### src/rtl/reg_wb_arbiter.sv
// Two-source writeback arbiter in front of a register file. It picks the ALU or
// the load unit round-robin, registers the write one cycle later, and tracks pending registers.
module reg_wb_arbiter #(
    parameter int DATA_WIDTH = 32,
    parameter int ADDR_WIDTH = 5
) (
    input  logic                     clk,
    input  logic                     rst_n,
    input  logic                     aluValid,
    input  logic [ADDR_WIDTH-1:0]    aluRegister,
    input  logic [DATA_WIDTH-1:0]    aluData,
    output logic                     aluReady,
    input  logic                     memValid,
    input  logic [ADDR_WIDTH-1:0]    memRegister,
    input  logic [DATA_WIDTH-1:0]    memData,
    output logic                     memReady,
    input  logic                     reserveValid,
    input  logic [ADDR_WIDTH-1:0]    reserveRegister,
    output logic [2**ADDR_WIDTH-1:0] busyMask,
    output logic                     writeEnable,
    output logic [ADDR_WIDTH-1:0]    writeRegister,
    output logic [DATA_WIDTH-1:0]    writeData
);

    localparam int NUM_REGS = 2**ADDR_WIDTH;

    // Set when the most recent grant went to the load unit.
    logic                  last_grant_mem_q, last_grant_mem_d;
    logic                  write_enable_q, write_enable_d;
    logic [ADDR_WIDTH-1:0] write_register_q, write_register_d;
    logic [DATA_WIDTH-1:0] write_data_q, write_data_d;
    logic [NUM_REGS-1:0]   busy_q, busy_d;

    logic                  grant;
    logic [ADDR_WIDTH-1:0] grant_reg;
    logic [DATA_WIDTH-1:0] grant_data;

    // Readies depend only on the Valids and the pointer, never on the busy bits.
    always_comb begin
        aluReady = 1'b0;
        memReady = 1'b0;
        if (rst_n) begin
            aluReady = aluValid && (!memValid || last_grant_mem_q);
            memReady = memValid && (!aluValid || !last_grant_mem_q);
        end
    end

    always_comb begin
        grant      = aluReady || memReady;
        grant_reg  = memReady ? memRegister : aluRegister;
        grant_data = memReady ? memData     : aluData;
    end

    always_comb begin
        last_grant_mem_d = last_grant_mem_q;
        write_enable_d   = 1'b0;
        write_register_d = write_register_q;
        write_data_d     = write_data_q;
        if (grant) begin
            last_grant_mem_d = memReady;
            // Register 0 is hard-wired: the request is consumed but never written.
            write_enable_d   = (grant_reg != '0);
            write_register_d = grant_reg;
            write_data_d     = grant_data;
        end
    end

    // A reserve in the same cycle as a writeback to that index wins.
    always_comb begin
        busy_d = busy_q;
        if (grant) begin
            busy_d[grant_reg] = 1'b0;
        end
        if (reserveValid) begin
            busy_d[reserveRegister] = 1'b1;
        end
        busy_d[0] = 1'b0;
    end

    always_ff @(posedge clk or negedge rst_n) begin
        if (!rst_n) begin
            last_grant_mem_q <= 1'b1;
            write_enable_q   <= 1'b0;
            write_register_q <= '0;
            write_data_q     <= '0;
            busy_q           <= '0;
        end else begin
            last_grant_mem_q <= last_grant_mem_d;
            write_enable_q   <= write_enable_d;
            write_register_q <= write_register_d;
            write_data_q     <= write_data_d;
            busy_q           <= busy_d;
        end
    end

    assign writeEnable   = write_enable_q;
    assign writeRegister = write_register_q;
    assign writeData     = write_data_q;
    assign busyMask      = busy_q;

endmodule

### config.mk
export PLATFORM = sky130hd
export DESIGN_NAME = reg_wb_arbiter
export DESIGN_NICKNAME = d
export VERILOG_FILES = /design/src/rtl/reg_wb_arbiter.sv
export SDC_FILE = /design/constraint.sdc
export NUM_CORES = 1
export LEC_CHECK = 0
export ABC_AREA = 1
export BUFFER_PORTS_ARGS = -buffer_cell sky130_fd_sc_hd__buf_4
export CORE_UTILIZATION = 47
export CTS_CLUSTER_DIAMETER = 50
export DETAILED_ROUTE_END_ITERATION = 8
export GPL_ROUTABILITY_DRIVEN = 0
export GPL_TIMING_DRIVEN = 0
export PLACE_DENSITY_LB_ADDON = 0.15
export SLEW_MARGIN = 20
export SYNTH_ARGS = -nofsm -noshare
export SYNTH_HDL_FRONTEND = slang
export SYNTH_SLANG_ARGS = --single-unit
### constraint.sdc
create_clock -name clk -period 1.6 [get_ports clk]
set_clock_uncertainty 0.05 [all_clocks]
set_input_delay 0.08 -clock clk [delete_from_list [all_inputs] [get_ports clk]]
set_output_delay 0.08 -clock clk [all_outputs]
set_load 0.05 [all_outputs]
# Word-level counts from Yosys, hierarchy flattened
# Index checks and enable logic that the tools add are counted.
# op_classes
n_lt_le_gt_ge,4
n_mux,11
n_bitwise,3
n_reduce_logical,11
# op_table
op,count
2-to-1 mux 32 bit,3
AND 32 bit,1
NOT 32 bit,1
bitwise OR 32 bit,1
< comparator 5 x 6 -> 1 bit (second input constant),2
demux 1 bit (select 5 bit),2
>= comparator 5 x 1 -> 1 bit (second input constant),2
2-to-1 mux 1 bit,5
2-to-1 mux 5 bit,1
nonzero test 5 bit,1
logical AND 1 bit,4
zero test 1 bit,3
logical OR 1 bit,3
# totals
regBits,70
in_bits,84
out_inout_bits,72
elab_cells,34

# Depth between registers and ports, before layout
# Gate-level depths: netlist of run 1.
# depth
word_depth,14
depth_mapped,11
depth_no_buf,10

# Worst setup path after synthesis of run 1
# No wires, ideal clock.
# synth_path
path_kind,reg-to-reg
startpoint,register last_grant_mem_q
endpoint,"register busy_q[16], in the netlist busyMask[16]"
setup_time_ns,0.119
t_arrival_ns,1.308
required_time_ns,1.431
path_slack_ns,0.123
stages_incl_launch_ff,11
synth_period_minus_slack_ns,1.477
path_cell_list,dfstp_2 > nand2_4 > nand2_8 > buf_12 > nand2_2 > nand2_2 > nand2_2 > nor2_4 > nand2_1 > nand2_1 > nand2_1
# synth_between
elab_chain_len,14
word_cells_on_any_way,19
# synth_lines
item,line_no,source
from (decl),28,"logic last_grant_mem_q, last_grant_mem_d;"
from (signal assigned),88,last_grant_mem_q <= last_grant_mem_d;
zero test 1 bit,44,memReady = memValid && (!aluValid || !last_grant_mem_q);
logical OR 1 bit,44,
logical AND 1 bit,44,
2-to-1 mux 1 bit,42,if (rst_n) begin
2-to-1 mux 5 bit,50,grant_reg = memReady ? memRegister : aluRegister;
< comparator 5 x 6 -> 1 bit (not written as such) / >= comparator 5 x 1 -> 1 bit (equally long branches),72,busy_d[grant_reg] = 1'b0;
logical AND 1 bit (not written as such),72,
2-to-1 mux 1 bit (not written as such),72,
demux 1 bit (select 5 bit),72,
NOT 32 bit (no line),--,
AND 32 bit (no line),--,
2-to-1 mux 32 bit (*),71,if (grant) begin
bitwise OR 32 bit (no line),--,
2-to-1 mux 32 bit (*),74,if (reserveValid) begin
named net busy_d[16],32,"logic [NUM_REGS-1:0] busy_q, busy_d;"
to (signal assigned),92,busy_q <= busy_d;
to (decl),32,
# Mark *: on every way through the listed nets, which the timed path passes. The rest lies on a longest branch.
# A chain may end at the register's enable or synchronous reset.

# Final worst setup path of run 1
# layout_path
startpoint,register last_grant_mem_q
endpoint,"register busy_q[12], in the netlist busyMask[12]"
# The elaborated chain is that of the path after synthesis.

==> results.md, run 1 <==
- Reg2Reg Depth: 9
- N_diodes: 0
- DR pass1 iterations: 7
- First-pass GRT wire length: 19400 um
- Max Slew Vio Count: 0
- TritonCTS Buffers: 9
- Cell area power density: 1190 nW/um2
- Setup violators final: 7
- Sw Ratio: 44.6%
- Arrival time at the worst endpoint: 1.80 ns
- Post-Synthesis Cells: 431
- Initial antenna violation count: 0
- Longest Clk Path Bufs: 2
- Leak: 0.00287 uW
- H-tree depth: 3
- Netlist Area Pre-Place: 3440 um2
- CP Capture Type: register
- Layout cells sized above 1: 34.9%
- Vias in the first global route: 4009
- WP data required: 1.79 ns
- Setup TNS: -0.0331 ns
- Post-synth top area cell: dfrtp_1
- Via count: 3989
- Die H: 87.6 um
- Core ar.: 6940 um2
- Final Routed Wirelength: 12700 um
- #FFs+latches synth: 70
- Commonest non-fill, non-tap cell in the layout: nand2_1
- Hold Path Class: primary input to async pin
- Critical path origin: last_grant_mem_q
- Sequential fraction of design power: 35.0%
- Syn nets: 515
- Nets: 753
- Detailed-route DRC error count: 0
- # Max-Cap Violations: 0
- DIE AREA: 7670 um2
- Worst-path clk slew: 0.07 ns
- Clk root buf: clkbuf_8
- Place WS: -0.620 ns
- R2r setup slk: -0.009 ns
- Outcome: finished with violations
- CTS tree: done
- Initial DRC count: 233
- Final min period: 1.61 ns
- Worst VDD drop: 0.992 mV
- Fin crit share: 101%
- Type of origin of the critical path: register
- Int Power: 3790 uW
- Failing checks: hold timing, setup timing
- Fin util: 82.8%
- Area delta synth->final: 66.9%
- Port Buffers: 154
- Pin count of the biggest net entering global routing: 73
- Combinational power share: 45.9%
- Fmax: 622 MHz
- Slew headroom: 42.1%
- Most frequent cells in the layout: nand2_1 (198), buf_4 (161), dfrtp_1 (69), dlygate4sd3_1 (68), nor2_1 (35)
- Routed len/inst: 16.5 um
- Slew @ Worst Pin: 0.861 ns
- Die width: 87.6 um
- Hold_buf cts: 68
- Routed vias/inst: 5.18
- Worst-path fanout max: 7
- Ports: 156
- Total track usage: 33.6%
- ANT nets after route: 0
- Sink Count: 70
- Fin. Hold Viols: 70
- Post-synth cell types: 25
- Psw: 3060 uW
- Clk_lat worst skew: 0.34 ns
- Final worst slack: -0.00899 ns
- Row Count: 30
- Area fraction of the dominant cell type after synthesis: 50.1%
- Synth area leaders: dfrtp_1 (50%), nand2_1 (22%), a31oi_1 (5.8%)
- Crit Path Class: register to register
- WHS: -0.424 ns
- Avg Inst Size Synth: 7.99 um2
- Worst r2r src: last_grant_mem_q
- Clock share of power: 19.2%
- Initial Utilization: 49.6%
- RSZ-0062 raised after global routing: true
- Register area share after synthesis: 50.9%
- Tot Pwr: 6850 uW
- Global route overflow: 0
- Placed wire-length estimate: 7130 um
- Syn. warnings: 0
-- path summary, 6_finish.rpt --
path                                         end
worst max-delay path                busyMask[12]
worst max register to register      busyMask[12]
max in group asynchronous       last_grant_mem_q
worst min register to register      busyMask[15]
worst min-delay path               writeData[11]
min in group clk                    busyMask[17]
-- timing repair --
action,in CTS,in global routing
pin swaps,7,13
setup buffers,3,2
endpoints found under the setup margin,63,40
gates resized for setup,18,16
hold endpoints to repair,103,70
-- worst max-delay path, cell delays in order, from the launching register on --
cell     delay [ns]
dfstp_2        0.55
nand2_4        0.08
nand2_8        0.12
nand2_2        0.09
nand2_2        0.08
nand2_2        0.08
nor2_4         0.21
nand2_1        0.10
nand2_1        0.08
nand2_1        0.05
-- stage by stage --
stage / instances / instance area [um2]
2_1_floorplan: 431 / 3440
3_3_place_gp: 681 / 4720
3_5_place_dp: 681 / 4720
4_1_cts: 768 / 5670
5_1_grt: 770 / 5750
6_report: 770 / 5750
-- registers in the layout (all words and copies together) (netlist names) --
register	flops
writeEnable	1
writeData	32
busyMask	31
last_grant_mem_q	1
writeRegister	5
-- cell type report --
| cell class | instances | area (um2) |
|---|---|---|
| Timing Repair Buffer | 227 | 1890 |
| Sequential cell | 70 | 1750 |
| Multi-Input combinational cell | 328 | 1620 |
| Fill cell | 411 | 1200 |
| Clock buffer | 13 | 159 |
| Tap cell | 96 | 120 |
| Buffer | 15 | 110 |
| Inverter | 18 | 72.6 |
| Clock inverter | 3 | 18.8 |
-- logic make-up after synthesis --
| family | count (synthesis) | share of synthesized area, % |
|---|---|---|
| AOI/OAI and AO/OA | 39 | 7.16 |
| DFF | 70 | 50.9 |
| and+or+nand+nor | 288 | 36.9 |
| other | 1 | 0.109 |
| buffers and inverters | 33 | 4.91 |
-- routing by layer --
metal	track usage [%]	wire [um]	up-vias
met5	0	0	-
met2	57.4	6150	203
met1	39.4	5060	1888
met4	17.3	535	0
met3	8.20	987	59
li1	-	-	1839
-- cells in the mapped netlist --
library cell    n
dfrtp_1        69
nor3_1          9
nor2_4          8
a21oi_1         2
conb_1          1
nand3b_1        2
inv_2           2
nand2_4         6
dfstp_2         1
o21ai_0         4
nor2_2          4
nand2_1       206
inv_4           1
nand2_8         1
buf_4           4
nand2_2        11
buf_1           1
a31oi_1        32
o21ai_4         1
buf_2           9
buf_12          1
nor2_1         35
nand3_1         5
nand3_2         1
inv_1          15
-- power by group through the flow --
| stage | logic, uW | registers (uW) | clock network [uW] |
|---|---|---|---|
| floorplan | 580 | 3680 | 0 |
| global placement | 2850 | 2390 | 0 |
| detailed placement | 2890 | 2400 | 0 |
| CTS | 3060 | 2370 | 1320 |
| global route | 3290 | 2420 | 1380 |
| finish | 3140 | 2390 | 1310 |
Power figures use the tool's default switching activity.
==> run 2: changes to the inputs <==
--- a/config.mk
+++ b/config.mk
@@ -8,4 +8,5 @@
 export ABC_AREA = 1
 export BUFFER_PORTS_ARGS = -buffer_cell sky130_fd_sc_hd__buf_4
+export CORE_ASPECT_RATIO = 1.75
 export CORE_UTILIZATION = 47
 export CTS_CLUSTER_DIAMETER = 50
==> constraint.sdc (replaced) <==
create_clock -name clk -period 1.6 [get_ports clk]
set_clock_uncertainty 0.05 [all_clocks]
set_input_delay 0.16 -clock clk [delete_from_list [all_inputs] [get_ports clk]]
set_output_delay 0.16 -clock clk [all_outputs]
set_load 0.05 [all_outputs]
==> results.md, run 2 (synthesized netlist as in run 1, its figures left out) <==
- Fin crit share: 102% (was 101%)
- Final min period: 1.63 ns (was 1.61 ns)
- Type of origin of the critical path: register (unchanged)
- Fillers: 549 (was 411)
- TritonCTS Buffers: 9 (unchanged)
- Nets: 688 (was 753)
- Final worst slack: -0.0260 ns (was -0.00899 ns)
- Slew @ Worst Pin: 0.902 ns (was 0.861 ns)
- First-pass GRT wire length: 16000 um (was 19400 um)
- H-tree depth: 3 (unchanged)
- Outcome: finished with violations (unchanged)
- # Max-Cap Violations: 0 (unchanged)
- Leak: 0.00264 uW (was 0.00287 uW)
- Max Slew Vio Count: 0 (unchanged)
- Ports: 156 (unchanged)
- Total track usage: 28.1% (was 33.6%)
- Fin util: 74.5% (was 82.8%)
- Detailed-route DRC error count: 0 (unchanged)
- Met1 Routed Length: 3480 um (was 5060 um)
- WHS: -0.323 ns (was -0.424 ns)
- Top sig layer: met4 (unchanged)
- Longest Clk Path Bufs: 2 (unchanged)
- Largest register FFs: 32 (unchanged)
- Sink Count: 70 (unchanged)
- Most frequent cells in the layout: nand2_1 (200), buf_4 (165), dfrtp_1 (69), nor2_1 (35), a31oi_1 (31) (was nand2_1 (198), buf_4 (161), dfrtp_1 (69), dlygate4sd3_1 (68), nor2_1 (35))
- CTS tree: done (unchanged)
- RSZ-0062 raised after global routing: true (unchanged)
- Fmax: 615 MHz (was 622 MHz)
- Via count: 3484 (was 3989)
- Met3 wire len: 815 um (was 987 um)
- N_diodes: 0 (unchanged)
- Hold Path Class: primary input to async pin (unchanged)
- Fin. Hold Viols: 70 (unchanged)
- Arrival time at the worst endpoint: 1.79 ns (was 1.80 ns)
- Routed len/inst: 14.9 um (was 16.5 um)
- Die width: 66.7 um (was 87.6 um)
- Final Routed Wirelength: 10300 um (was 12700 um)
- Commonest non-fill, non-tap cell in the layout: nand2_1 (unchanged)
- CP Capture Type: register (unchanged)
- Worst-path clk slew: 0.06 ns (was 0.07 ns)
- WP data required: 1.76 ns (was 1.79 ns)
- Worst-path fanout max: 8 (was 7)
- Port Buffers: 154 (unchanged)
- Worst VDD drop: 0.991 mV (was 0.992 mV)
- Failing checks: hold timing, setup timing (unchanged)
- ANT nets after route: 0 (unchanged)
- Pin count of the biggest net entering global routing: 73 (unchanged)
- Setup violators final: 7 (unchanged)
- Crit Path Class: register to register (unchanged)
- Clk root buf: clkbuf_16 (was clkbuf_8)
- Die H: 115 um (was 87.6 um)
- Area delta synth->final: 50.5% (was 66.9%)
- Core ar.: 6960 um2 (was 6940 um2)
- Cell area power density: 1410 nW/um2 (was 1190 nW/um2)
- Vias in the first global route: 3517 (was 4009)
- Initial antenna violation count: 0 (unchanged)
- Setup TNS: -0.0956 ns (was -0.0331 ns)
- Row Count: 40 (was 30)
- Initial DRC count: 274 (was 233)
- Routed vias/inst: 5.03 (was 5.18)
- Global route overflow: 0 (unchanged)
- DR pass1 iterations: 5 (was 7)
- Wire length on met2: 5770 um (was 6150 um)
- Placed wire-length estimate: 7640 um (was 7130 um)
- Slew headroom: 39.4% (was 42.1%)
- DIE AREA: 7690 um2 (was 7670 um2)
- Initial Utilization: 49.5% (was 49.6%)
- Layout cells sized above 1: 38.8% (was 34.9%)
- Clk_lat worst skew: 0.33 ns (was 0.34 ns)
run 2: cell count changes in the layout (fill, tap and decap cells not counted), sizes merged:
| cell | before | now |
|---|---|---|
| buf | 173 | 177 |
| dlygate4sd3 | 68 | 0 |
| clkbuf | 14 | 12 |
| bufinv | 0 | 1 |
run 2: power breakdown:
part,leakage [uW],internal (uW),switching [uW]
Sequential,0.000816,2150,225
Combinational,0.00167,899,2060
Clock,0.000152,1280,709
Total,0.00264,4330,2990
run 2: cell type report:
type	count	area (um2)	share of cell area, %
sequential	70	1750	33.8
inverter	18	75.1	1.45
clock inverter	4	45.0	0.869
timing repair buffer	162	1240	23.9
tap	84	105	2.03
buffer	15	118	2.27
clock buffer	12	256	4.95
multi-input combinational	328	1590	30.7
run 2: worst paths after layout:
path	start	to	slack [ns]	cells past startpoint
min in group clk	memData[22]	writeData[22]	0.04	3
setup reg to reg	last_grant_mem_q	busyMask[1]	-0.03	7
setup / recovery	last_grant_mem_q	busyMask[1]	-0.03	7
max in group asynchronous	rst_n	last_grant_mem_q	1.48	1
hold reg to reg	busyMask[26]	busyMask[26]	0.42	2
hold / removal	rst_n	writeData[14]	-0.32	1
run 2: metrics by stage:
stage	setup slack [ns]	power, uW	area [um2]	hold WS, ns	std cells
6_report	-0.0260	7320	5180	-0.323	693
4_1_cts	-0.0483	7330	5090	-0.303	690
5_1_grt	-0.108	7610	5180	-0.291	693
3_5_place_dp	-0.700	5280	4700	0.298	669
2_1_floorplan	0.0508	4260	3440	-0.186	431
3_3_place_gp	-0.651	5230	4700	0.287	669
run 2: layer usage:
metal	global-route usage, %	vias to the layer above
li1	-	1701
met3	7.84	25
met2	52.9	143
met5	0	-
met4	12.6	0
met1	27.1	1615
run 2: timing repair:
| action | 4_1_cts | 5_1_grt |
|---|---|---|
| hold endpoints to repair | 70 | 69 |
| gates resized for setup | 12 | 19 |
| buffers inserted | 5 | 3 |
| endpoints found under the setup margin | 67 | 32 |
| pin swaps | 5 | 15 |
run 2: critical path: stages (launching register included):
cell	delay (ns)
dfstp_2	0.55
nand2_4	0.09
nand3_1	0.19
nand3_2	0.14
nor2_4	0.27
nand2_1	0.09
nand2_1	0.06
nand2_1	0.07
==> run 3: changes to the inputs <==
CORE_ASPECT_RATIO = unset   (was 1.75)
GPL_ROUTABILITY_DRIVEN = unset   (was 0)
==> results.md, run 3 (synthesized netlist as in run 1, its figures left out) <==
- TritonCTS Buffers: 9 (unchanged)
- Worst reg2reg path endpoint: busyMask[12] (was busyMask[1])
- Commonest non-fill, non-tap cell in the layout: nand2_1 (unchanged)
- Largest register FFs: 32 (unchanged)
- Crit Path Class: register to register (unchanged)
- Fin. Hold Viols: 70 (unchanged)
- Longest Clk Path Bufs: 2 (unchanged)
- Fin crit share: 102% (about the same)
- Type of origin of the critical path: register (unchanged)
- DIE AREA: 7670 um2 (was 7690 um2)
- Setup violators final: 15 (was 7)
- Fin util: 73.4% (was 74.5%)
- N_diodes: 0 (unchanged)
- Global route overflow: 0 (unchanged)
- Final Routed Wirelength: 10200 um (was 10300 um)
- Leak: 0.00260 uW (was 0.00264 uW)
- Setup TNS: -0.190 ns (was -0.0956 ns)
- Routability cong.: 0.796
- WHS: -0.345 ns (was -0.323 ns)
- Clk root buf: clkbuf_8 (was clkbuf_16)
- WP data required: 1.79 ns (was 1.76 ns)
- DR pass1 iterations: 4 (was 5)
- Vias in the first global route: 3387 (was 3517)
- Sink Count: 70 (unchanged)
- R2r setup slk: -0.04 ns (was -0.03 ns)
- DP Area: 4720 um2 (was 4700 um2)
- Layout Cells excl Fill: 707 (was 693)
- H-tree depth: 3 (unchanged)
- CTS tree: done (unchanged)
- Initial DRC count: 203 (was 274)
- Total track usage: 26.8% (was 28.1%)
- Routed len/inst: 14.4 um (was 14.9 um)
- Placed cells: 681 (was 669)
- Initial Utilization: 49.6% (was 49.5%)
- Outcome: finished with violations (unchanged)
- Max Slew Vio Count: 0 (unchanged)
- CP Capture Type: register (unchanged)
- Nets: 690 (was 688)
- Worst-path clk slew: 0.07 ns (was 0.06 ns)
- Die H: 87.6 um (was 115 um)
- Port Buffers: 154 (unchanged)
- CP cell instances: nand2_4 > nand2_8 > nand2_2 > nand2_2 > nand2_2 > nor2_4 > nand2_1 > nand2_1 > nand2_1 (was nand2_4 > nand3_1 > nand3_2 > nor2_4 > nand2_1 > nand2_1 > nand2_1)
- Fmax: 611 MHz (was 615 MHz)
- Worst r2r src: last_grant_mem_q (unchanged)
- Via count: 3504 (was 3484)
- Pin count of the biggest net entering global routing: 73 (unchanged)
- Placed wire-length estimate: 7130 um (was 7640 um)
- Slowest-stage cell, CP: dfstp_2 (unchanged)
- Slew headroom: 42.0% (was 39.4%)
- Initial antenna violation count: 0 (unchanged)
- Delay of the slowest cell on the worst path: 0.56 ns (was 0.55 ns)
- Clk_lat worst skew: 0.34 ns (was 0.33 ns)
- Arrival time at the worst endpoint: 1.83 ns (was 1.79 ns)
- Worst VDD drop: 0.986 mV (was 0.991 mV)
- Worst-path fanout max: 7 (was 8)
- Routed vias/inst: 4.96 (was 5.03)
- Finished Cell Area: 5100 um2 (was 5180 um2)
- Reg2Reg Depth: 9 (was 7)
- First-pass GRT wire length: 15600 um (was 16000 um)
- Core ar.: 6940 um2 (was 6960 um2)
- Slew @ Worst Pin: 0.863 ns (was 0.902 ns)
- Final worst slack: -0.0368 ns (was -0.0260 ns)
- ANT nets after route: 0 (unchanged)
- Area delta synth->final: 48.0% (was 50.5%)
- Cell area power density: 1300 nW/um2 (was 1410 nW/um2)
- Ports: 156 (unchanged)
- Hold Path Class: primary input to async pin (unchanged)
- Failing checks: hold timing, setup timing (unchanged)
- Layout cells sized above 1: 39.0% (was 38.8%)
- Detailed-route DRC error count: 0 (unchanged)
- Final min period: 1.64 ns (was 1.63 ns)
- # Max-Cap Violations: 0 (unchanged)
- RSZ-0062 raised after global routing: true (unchanged)
- Die width: 87.6 um (was 66.7 um)
- Most frequent cells in the layout: nand2_1 (198), buf_4 (167), dfrtp_1 (69), nor2_1 (35), a31oi_1 (32) (was nand2_1 (200), buf_4 (165), dfrtp_1 (69), nor2_1 (35), a31oi_1 (31))
- Row Count: 30 (was 40)
==> run 3: cell types whose count changed in the layout (fill, tap and decap cells not counted), moves of 2 or more <==
cell / before / now
clkbuf_16: 9 / 0
clkbuf_8: 2 / 11
buf_4: 165 / 167
nand2_1: 200 / 198
nand2_4: 11 / 13
==> run 3: worst max path at each step <==
stage | from | endpoint | slack (ns) | cells after the start
after floorplan | last_grant_mem_q | aluReady | 0.05 | 2
after global placement | rst_n | busyMask[15] | -0.65 | 8
after detailed placement | rst_n | busyMask[11] | -0.70 | 10
after CTS | last_grant_mem_q | memReady | -0.02 | 5
after global routing | last_grant_mem_q | busyMask[29] | -0.13 | 10
final | last_grant_mem_q | busyMask[12] | -0.04 | 9
==> run 3: layout make-up <==
type	count	area, um2
Sequential cell	70	1750
Multi-Input combinational cell	328	1610
Clock inverter	3	18.8
Tap cell	96	120
Inverter	18	77.6
Clock buffer	13	159
Fill cell	536	1850
Timing Repair Buffer	165	1260
Buffer	14	100
==> run 3: report_power, final <==
| part | switching [uW] | internal (uW) | total [uW] |
|---|---|---|---|
| logic | 2060 | 901 | 2960 |
| registers | 229 | 2140 | 2370 |
| clock network | 652 | 646 | 1300 |
==> run 3: per-layer routing <==
layer	vias to the layer above	track usage, %	wire length, um
met4	0	11.6	257
met5	-	0	0
li1	1712	-	-
met2	160	45.2	4890
met1	1610	34.0	4260
met3	22	5.00	745
==> run 3: metrics by stage <==
| step | setup WS (ns) | total power, uW |
|---|---|---|
| floorplan | 0.0508 | 4260 |
| global route | -0.130 | 6920 |
| finish | -0.0368 | 6630 |
| detailed placement | -0.700 | 5290 |
| CTS | -0.0169 | 6630 |
| global placement | -0.650 | 5240 |
==> run 3: repair_timing <==
item | CTS | global route
setup buffers | 5 | 6
endpoints found under the setup margin | 67 | 43
pin swaps | 7 | 13
endpoints found under the hold margin | 69 | 69
gates resized for setup | 20 | 12
==> run 3: critical path: cells and delay by family, from the launching register on <==
kind             cells  cell delay, ns
flip-flops           1            0.56
AND/OR/NAND/NOR      9            0.93
